$ cat src/rtl/dldo_switch_ctrl.sv
// dldo_switch_ctrl: power-switch array actuator for the digital LDO.
// Steps a saturating count of enabled PMOS switches up or down according to
// the comparator decision, with a step size set by the active loop mode.
// In fine mode a steady limit cycle (repeated direction reversals) freezes
// the array and raises settled until the dither breaks or the mode changes.
module dldo_switch_ctrl #(
  parameter int NSW         = 64,
  parameter int CW          = 7,
  parameter int RESET_COUNT = 32,
  parameter int COARSE_STEP = 8,
  parameter int MEDIUM_STEP = 4,
  parameter int FINE_STEP   = 1,
  parameter int UPDATE_DIV  = 2,
  parameter int DITHER_N    = 4,
  parameter int LOCK_EXIT   = 3
) (
  input  logic           clk,
  input  logic           rst,
  input  logic           coarse_loop,
  input  logic           medium_loop,
  input  logic           fine_loop,
  input  logic           cmp_low,
  output logic [CW-1:0]  sw_count,
  output logic [NSW-1:0] sw_therm,
  output logic           at_max,
  output logic           at_min,
  output logic           settled,
  output logic           mode_err
);

  localparam int DIV_W  = (UPDATE_DIV > 1) ? $clog2(UPDATE_DIV) : 1;
  localparam int REV_W  = $clog2(DITHER_N + 1);
  localparam int EXIT_W = $clog2(LOCK_EXIT + 1);

  localparam logic [CW:0]     NSW_X     = (CW+1)'(NSW);
  localparam logic [CW-1:0]   NSW_C     = CW'(NSW);
  localparam logic [CW-1:0]   RST_CNT   = CW'(RESET_COUNT);
  localparam logic [DIV_W-1:0]  DIV_LAST  = DIV_W'(UPDATE_DIV - 1);
  localparam logic [REV_W-1:0]  DITHER_V  = REV_W'(DITHER_N);
  localparam logic [EXIT_W-1:0] EXIT_V    = EXIT_W'(LOCK_EXIT);

  typedef enum logic [1:0] {
    ST_IDLE = 2'd0,
    ST_STEP = 2'd1,
    ST_LOCK = 2'd2
  } state_t;

  state_t              state_r, state_n;
  logic [CW-1:0]       sw_count_r, sw_count_n;
  logic [DIV_W-1:0]    div_r, div_n;
  logic [REV_W-1:0]    rev_cnt_r, rev_cnt_n;
  logic [EXIT_W-1:0]   same_cnt_r, same_cnt_n;
  logic                dir_q_r, dir_q_n;
  logic                mode_err_r, mode_err_n;
  logic                settled_r, settled_n;
  logic                at_max_r, at_min_r;

  logic [1:0]          en_cnt_s;
  logic                multi_s;
  logic                none_s;
  logic [CW-1:0]       step_s;
  logic [CW:0]         sum_s;
  logic [CW-1:0]       up_cnt_s;
  logic [CW-1:0]       down_cnt_s;
  logic [REV_W-1:0]    rev_inc_s;
  logic [EXIT_W-1:0]   same_inc_s;
  logic [NSW-1:0]      sw_therm_s;

  // Enable population and the step size of the (single) active mode.
  always_comb begin
    en_cnt_s = {1'b0, coarse_loop} + {1'b0, medium_loop} + {1'b0, fine_loop};
    multi_s  = (en_cnt_s >= 2'd2);
    none_s   = (en_cnt_s == 2'd0);
    if (coarse_loop) begin
      step_s = CW'(COARSE_STEP);
    end else if (medium_loop) begin
      step_s = CW'(MEDIUM_STEP);
    end else begin
      step_s = CW'(FINE_STEP);
    end
  end

  // Saturating up/down candidates; the sum is one bit wider so it never wraps.
  always_comb begin
    sum_s = {1'b0, sw_count_r} + {1'b0, step_s};
    if (sum_s > NSW_X) begin
      up_cnt_s = NSW_C;
    end else begin
      up_cnt_s = sum_s[CW-1:0];
    end
    if (step_s > sw_count_r) begin
      down_cnt_s = '0;
    end else begin
      down_cnt_s = sw_count_r - step_s;
    end
    rev_inc_s  = rev_cnt_r + REV_W'(1);
    same_inc_s = same_cnt_r + EXIT_W'(1);
  end

  // Next-state and counter update; a multi-enable edge freezes everything.
  always_comb begin
    state_n    = state_r;
    sw_count_n = sw_count_r;
    div_n      = div_r;
    rev_cnt_n  = rev_cnt_r;
    same_cnt_n = same_cnt_r;
    dir_q_n    = dir_q_r;
    mode_err_n = 1'b0;
    if (multi_s) begin
      mode_err_n = 1'b1;
    end else begin
      case (state_r)
        ST_IDLE: begin
          if (!none_s) begin
            state_n   = ST_STEP;
            div_n     = '0;
            rev_cnt_n = '0;
          end else begin
            state_n = ST_IDLE;
          end
        end
        ST_STEP: begin
          if (none_s) begin
            state_n = ST_IDLE;
          end else if (div_r == DIV_LAST) begin
            div_n   = '0;
            dir_q_n = cmp_low;
            if (cmp_low) begin
              sw_count_n = up_cnt_s;
            end else begin
              sw_count_n = down_cnt_s;
            end
            // Only fine-mode updates contribute to limit-cycle detection.
            if (fine_loop && (cmp_low != dir_q_r)) begin
              rev_cnt_n = rev_inc_s;
              if (rev_inc_s == DITHER_V) begin
                state_n    = ST_LOCK;
                same_cnt_n = '0;
              end else begin
                state_n = ST_STEP;
              end
            end else begin
              rev_cnt_n = '0;
            end
          end else begin
            div_n = div_r + DIV_W'(1);
          end
        end
        ST_LOCK: begin
          if (none_s) begin
            state_n = ST_IDLE;
          end else if (coarse_loop || medium_loop) begin
            state_n    = ST_STEP;
            div_n      = '0;
            rev_cnt_n  = '0;
            same_cnt_n = '0;
          end else if (cmp_low == dir_q_r) begin
            // A run of same-polarity samples means the loop has drifted off lock.
            if (same_inc_s == EXIT_V) begin
              state_n    = ST_STEP;
              div_n      = '0;
              rev_cnt_n  = '0;
              same_cnt_n = '0;
            end else begin
              same_cnt_n = same_inc_s;
            end
          end else begin
            same_cnt_n = '0;
            dir_q_n    = cmp_low;
          end
        end
        default: begin
          state_n = ST_IDLE;
        end
      endcase
    end
    settled_n = (state_n == ST_LOCK);
  end

  // State and counter registers with synchronous reset.
  always_ff @(posedge clk) begin
    if (rst) begin
      state_r    <= ST_IDLE;
      sw_count_r <= RST_CNT;
      div_r      <= '0;
      rev_cnt_r  <= '0;
      same_cnt_r <= '0;
      dir_q_r    <= 1'b0;
      mode_err_r <= 1'b0;
      settled_r  <= 1'b0;
      at_max_r   <= (RST_CNT == NSW_C);
      at_min_r   <= (RST_CNT == '0);
    end else begin
      state_r    <= state_n;
      sw_count_r <= sw_count_n;
      div_r      <= div_n;
      rev_cnt_r  <= rev_cnt_n;
      same_cnt_r <= same_cnt_n;
      dir_q_r    <= dir_q_n;
      mode_err_r <= mode_err_n;
      settled_r  <= settled_n;
      at_max_r   <= (sw_count_n == NSW_C);
      at_min_r   <= (sw_count_n == '0);
    end
  end

  // Thermometer decode of the registered count.
  always_comb begin
    sw_therm_s = '0;
    for (int i = 0; i < NSW; i++) begin
      sw_therm_s[i] = (32'(i) < 32'(sw_count_r));
    end
  end

  assign sw_count = sw_count_r;
  assign sw_therm = sw_therm_s;
  assign at_max   = at_max_r;
  assign at_min   = at_min_r;
  assign settled  = settled_r;
  assign mode_err = mode_err_r;

endmodule

$ cat config.mk
export PLATFORM = sky130hd
export DESIGN_NAME = dldo_switch_ctrl
export DESIGN_NICKNAME = d
export VERILOG_FILES = /design/src/rtl/dldo_switch_ctrl.sv
export SDC_FILE = /design/constraint.sdc
export NUM_CORES = 1
export LEC_CHECK = 0
export CORE_AREA = 2 2 70 72
export DETAILED_ROUTE_END_ITERATION = 7
export DIE_AREA = 0 0 72 74
export GPL_TIMING_DRIVEN = 0
export HOLD_SLACK_MARGIN = 0.12
export PLACE_DENSITY = 0.9
export RECOVER_POWER = 25
export SKIP_CTS_REPAIR_TIMING = 1
export SYNTH_ARGS = -nofsm -noshare
export SYNTH_HDL_FRONTEND = slang
export SYNTH_SLANG_ARGS = --single-unit
$ cat constraint.sdc
create_clock -name clk -period 4.08 [get_ports clk]
set_input_delay 0.612 -clock clk [delete_from_list [all_inputs] [get_ports clk]]
set_output_delay 0.612 -clock clk [all_outputs]
set_load 0.03 [all_outputs]
# [Word level (Yosys, flattened, before mapping)]
# Cells that the tools add are included.
[classes] reduce_logical=11 add_sub_neg=7 n_eq_ne=18 n_mux=53 magnitude_cmp=67 bitwise_logic=1
[op_table] operator="6-bit by 7-bit less-than comparator with 1-bit output, first input constant" n=32
[op_table] operator="5-bit by 7-bit less-than comparator with 1-bit output, first input constant" n=16
[op_table] operator="4-bit by 7-bit less-than comparator with 1-bit output, first input constant" n=8
[op_table] operator="7-bit 2-to-1 mux" n=8
[op_table] operator="2-bit 2-to-1 mux" n=17
[op_table] operator="3-bit by 7-bit less-than comparator with 1-bit output, first input constant" n=4
[op_table] operator="3-bit 2-to-1 mux" n=9
[op_table] operator="7-bit AND reduction" n=3
[op_table] operator="2-bit inequality test, second input constant" n=8
[op_table] operator="1-bit by 7-bit less-than comparator with 1-bit output, first input constant" n=2
[op_table] operator="2-bit by 7-bit less-than comparator with 1-bit output, first input constant" n=2
[op_table] operator="1-bit 2-to-1 mux" n=14
[op_table] operator="3-bit one-hot mux with 3 select lines" n=1
[op_table] operator="7-bit by 7-bit adder with 8-bit output" n=1
[op_table] operator="8-bit by 7-bit > comparator with 1-bit output, second input constant" n=1
[op_table] operator="8-bit AND reduction" n=1
[op_table] operator="7-bit == test, second input constant" n=1
[op_table] operator="7-bit > comparator" n=1
[op_table] operator="7-bit zero test" n=1
[op_table] operator="7-bit subtractor" n=1
[op_table] operator="2-bit == test, second input constant" n=3
[op_table] operator="3-bit inequality test, second input constant" n=2
[op_table] operator="2-bit one-hot mux with 3 select lines" n=1
[op_table] operator="2-bit zero test" n=2
[op_table] operator="18 further kinds" n=18
[word_totals] out_inout_bits=75 ff_bits=20

# [Depth between registers and ports, before layout]
[depth] depth_word=11 mapped_depth=11

# [Worst setup path after synthesis]
# Ideal clock, no wire load.
[synth_timing] path_kind="register -> output" start="register sw_count_r[5], in the netlist sw_count[5]" end="output sw_therm[32]" path_stages_with_launch=4 path_slack_ns=1.364 t_arrival_ns=2.104 path_cell_list="dfxtp_1 clkbuf_1 nor4b_1 a21oi_1"
[synth_between] elab_chain_len=1
[synth_rtl] element="start, declared" line="49" text="logic [CW-1:0] sw_count_r, sw_count_n;"
[synth_rtl] element="start signal, assigned" line="195" text="sw_count_r <= sw_count_n;"
[synth_rtl] element="6-bit by 7-bit less-than comparator with 1-bit output" line="211" text="sw_therm_s[i] = (32'(i) < 32'(sw_count_r));"
[synth_rtl] element="end, declared" line="24" text="output logic [NSW-1:0] sw_therm,"
# No other way between the ends.

# [Worst setup path in the final report]
[layout_timing] start="input coarse_loop" end="register at_min_r, in the netlist at_min"
[layout_between] elab_chain_len=10
[layout_rtl] element="start, declared" line="19" text="input logic coarse_loop,"
[layout_rtl] element="7-bit 2-to-1 mux" line="74" text="if (coarse_loop) begin"
[layout_rtl] element="7-bit by 7-bit adder with 8-bit output" line="85" text="sum_s = {1'b0, sw_count_r} + {1'b0, step_s};"
[layout_rtl] element="8-bit by 7-bit > comparator with 1-bit output" line="86" text="if (sum_s > NSW_X) begin"
[layout_rtl] element="7-bit 2-to-1 mux" line="86"
[layout_rtl] element="7-bit 2-to-1 mux" line="128" text="if (cmp_low) begin"
[layout_rtl] element="7-bit 2-to-1 mux" line="125" text="end else if (div_r == DIV_LAST) begin"
[layout_rtl] element="7-bit 2-to-1 mux" line="123" text="if (none_s) begin"
[layout_rtl] element="7-bit 2-to-1 mux" line="112" text="case (state_r)"
[layout_rtl] element="7-bit 2-to-1 mux *" line="109" text="if (multi_s) begin"
[layout_rtl] element="7-bit zero test *" line="203" text="at_min_r <= (sw_count_n == '0);"
[layout_rtl] element="end signal, assigned" line="192" text="at_min_r <= (RST_CNT == '0);"
[layout_rtl] element="end signal, assigned" line="203"
[layout_rtl] element="end, declared" line="56" text="logic at_max_r, at_min_r;"
# Every way passes the cells marked *; elsewhere a longest branch is shown, timed or not.
# A chain may end at the register's enable or synchronous reset.

==> flow_summary_export.csv <==
group,metric,value,unit
status,status,"complete, no violations",
critical_path,slowest_delay,640,ps
clock_tree,cts_tree,"done",
synth,synth_edf_count,0,
clock_tree,htree_levels,1,
detailed_routing,drt_iter0_markers,234,
critical_path,setup.worst_path.start_class,"input pin",
synth,ys_types,63,
sta,setup_tns,0,ps
clock_tree,cts_sinks,20,
critical_path,crit_path_cell_trace,"dlygate4sd3_1 > inv_1 > nand2_1 > ha_1 > buf_6 > nor4bb_1 > o31ai_1 > xor2_1 > a41oi_1 > o22a_1 > nand4b_1 > nor4bb_1",
grt,grt_max_degree,11,
critical_path,arrival,3650,ps
sta,final_hold_viol_count,0,
synth,syn_area,0.00218,mm^2
clock_tree,clock_latency,260,ps
detailed_routing,viasPerCell,5.75,
grt,track_usage,0.259,
critical_path,path_class,"in2reg",
grt,overflow,0,
synth,synth_fp_nets,327,
synth,synthFlopType,"dfxtp_1",
die,rows,25,
sta,fin_skew,2.49,ps
synth,synth_warnings,0,
placed_design,pre_cts_slack,431,ps
synth,async_flop_share,0,
power_and_ir_drop,peakVddDrop,0.000186,V
detailed_routing,wirelength_met1,2970,um
die,die_h,74,um
critical_path,path_common_cell,"nor4bb_1",
clock_tree,cts-root-buf,"clkbuf_8",
sta,fmax,285,MHz
synth,synth_top_area_share,0.184,
finish,nets,411,
finish,final_common_cell,"clkdlybuf4s50_1",
sta,worst_slew_pin_slew,823,ps
sta,slew_violations,0,
sta,fin_ws,570,ps
placed_design,numPortBuffers,79,
synth,syn_inst,310,
synth,synthTopCellsByArea,"dfxtp_1 18%, nand2_1 7.2%, o21ai_0 6.0%",
die,dieArea,0.00533,mm^2
detailed_routing,wl_met2,3440,um
sta,final-setup-viol-count,0,
clock_tree,clk_pin_slew,70,ps
placed_design,place.gp.congestion,0.933,
detailed_routing,final_antenna_net_count,0,
grt,grt_pass1_wl,11200,um
synth,avgSynthCellArea,7.03,um^2
power_and_ir_drop,leakagePower,1.25,nW
critical_path,slowest_stage,"dlygate4sd3_1",
synth,yosys.area.top_type,"dfxtp_1",
sta,relSlewSlack,0.450,
power_and_ir_drop,pwr_density_cell,131,mW/mm^2
placed_design,hpwl,5440,um
sta,fin_crit_sh,0.860,
clock_tree,cts_buffer_depth,2,
finish,final_cell_mix,"64 x clkdlybuf4s50_1, 42 x nand2_1, 28 x nor2_1",
detailed_routing,top_layer_used,"met4",
finish,drive_gt1_frac,0.0612,
critical_path,endpoint_kind,"register",
critical_path,crit_fanout,9,
critical_path,r2r_slack,1300,ps
grt,grt_pass1_vias,2339,
grt,antenna_found_initial,0,
synth,yosysSeqAreaShare,0.184,
min_path,hold_class,"reg2reg",
placed_design,dp_cells,443,
finish,instances_no_fill,446,
critical_path,required,4220,ps
detailed_routing,wl_met3,384,um
detailed_routing,vias,2563,
detailed_routing,drc,0,
detailed_routing,drt_first_pass_iters,4,
flow_run,drv_cap,0,
clock_tree,numCtsBuffers,3,
critical_path,cp.buffers_inverters,3,
die,start_util,0.474,
finish,antenna-diode-count,0,
detailed_routing,wl_per_cell,15.5,um
die,core,0.00460,mm^2
critical_path,crit_family,"simple AND/OR/NAND/NOR gates",
detailed_routing,finalWirelength,6920,um
sta,rsz0062_at_grt,"false",
finish,multi_input_area,0.00162,mm^2
synth,synth_seq_cells,20,
finish,seq_area,400,um^2
die,io_pins,81,
die,fp.dieW,72,um
finish,fill_cells,397,
sta,fin_crit,3510,ps
finish,area_delta_synth_final,41.6,%
-- kinds of logic (layout without fill, tap and decap cells) --
kind of cell | count (synthesis) | after routing | share of synthesized area
and+or+nand+nor | 134 | 134 | 0.326
AOI/OAI and AO/OA | 97 | 97 | 0.303
muxes | 4 | 4 | 0.0184
xor gates and xnor gates | 7 | 7 | 0.0281
adders and majority gates | 11 | 11 | 0.0666
DFF | 20 | 20 | 0.184
buffers and inverters | 37 | 119 | 0.0741
-- area by class of cell --
type,count,share of cell area
Multi-Input combinational cell,253,0.526
Timing Repair Buffer,79,0.256
Sequential cell,20,0.130
Buffer,24,0.0357
Tap cell,54,0.0219
Inverter,13,0.0166
Clock buffer,3,0.0134
-- tightest hold or removal path, cell delays in order (launching register included) --
cell and delay (ps):
dfxtp_1 330, nand2_1 60, a21oi_1 50
-- state kept, by name, indices dropped and copies added, names as in the netlist, 2 cells and up --
signal,cells
rev_cnt_r,3
state_r,2
same_cnt_r,2
sw_count,7
-- cells in the mapped netlist (all sizes together) (4+ instances only) --
master  instances
a21o           16
a21oi          18
buf             8
clkbuf         16
dfxtp          20
ha             10
inv            13
mux2i           4
nand2          43
nand2b          9
nand3           8
nor2           31
nor2b          12
nor3            4
nor3b           5
o21a            4
o21ai          28
o21bai          6
or3             7
xor2            4
-- final timing paths --
path         depth (start not counted)                       from                   endpoint
min reg2reg                          2  rev_cnt_r[1]$_SDFFE_PP0P_  rev_cnt_r[1]$_SDFFE_PP0P_
max                                 12                coarse_loop          at_min$_SDFF_PP0_
min                                  2  rev_cnt_r[1]$_SDFFE_PP0P_  rev_cnt_r[1]$_SDFFE_PP0P_
max reg2reg                          9     sw_count[0]$_SDFF_PP0_          at_min$_SDFF_PP0_
-- where the power goes --
group | switching (W) | total, W | internal, W
sequential | 0.00000130 | 0.000199 | 0.000198
clock | 0.0000618 | 0.000128 | 0.0000657
combinational | 0.0000464 | 0.0000775 | 0.0000311
total | 0.000109 | 0.000404 | 0.000294
-- metal layers --
metal  up-vias  GRT usage
met3        14     0.0312
li1       1258          -
met2        86      0.444
met4         0     0.0713
met5         -          0
met1      1205      0.347
-- metrics by stage --
| step | total power [W] | instance area (um^2) | util | hold WS (ps) |
|---|---|---|---|---|
| after floorplan | 0.000258 | 2180 | - | 452 |
| after global placement | 0.000279 | 3040 | 0.660 | 465 |
| after detailed placement | 0.000280 | 3040 | 0.660 | 493 |
| after CTS | 0.000406 | 3080 | 0.669 | 502 |
| after global routing | 0.000425 | 3080 | 0.671 | 526 |
| final | 0.000404 | 3080 | 0.671 | 492 |
Note: power is estimated with default switching activity, not from simulation.
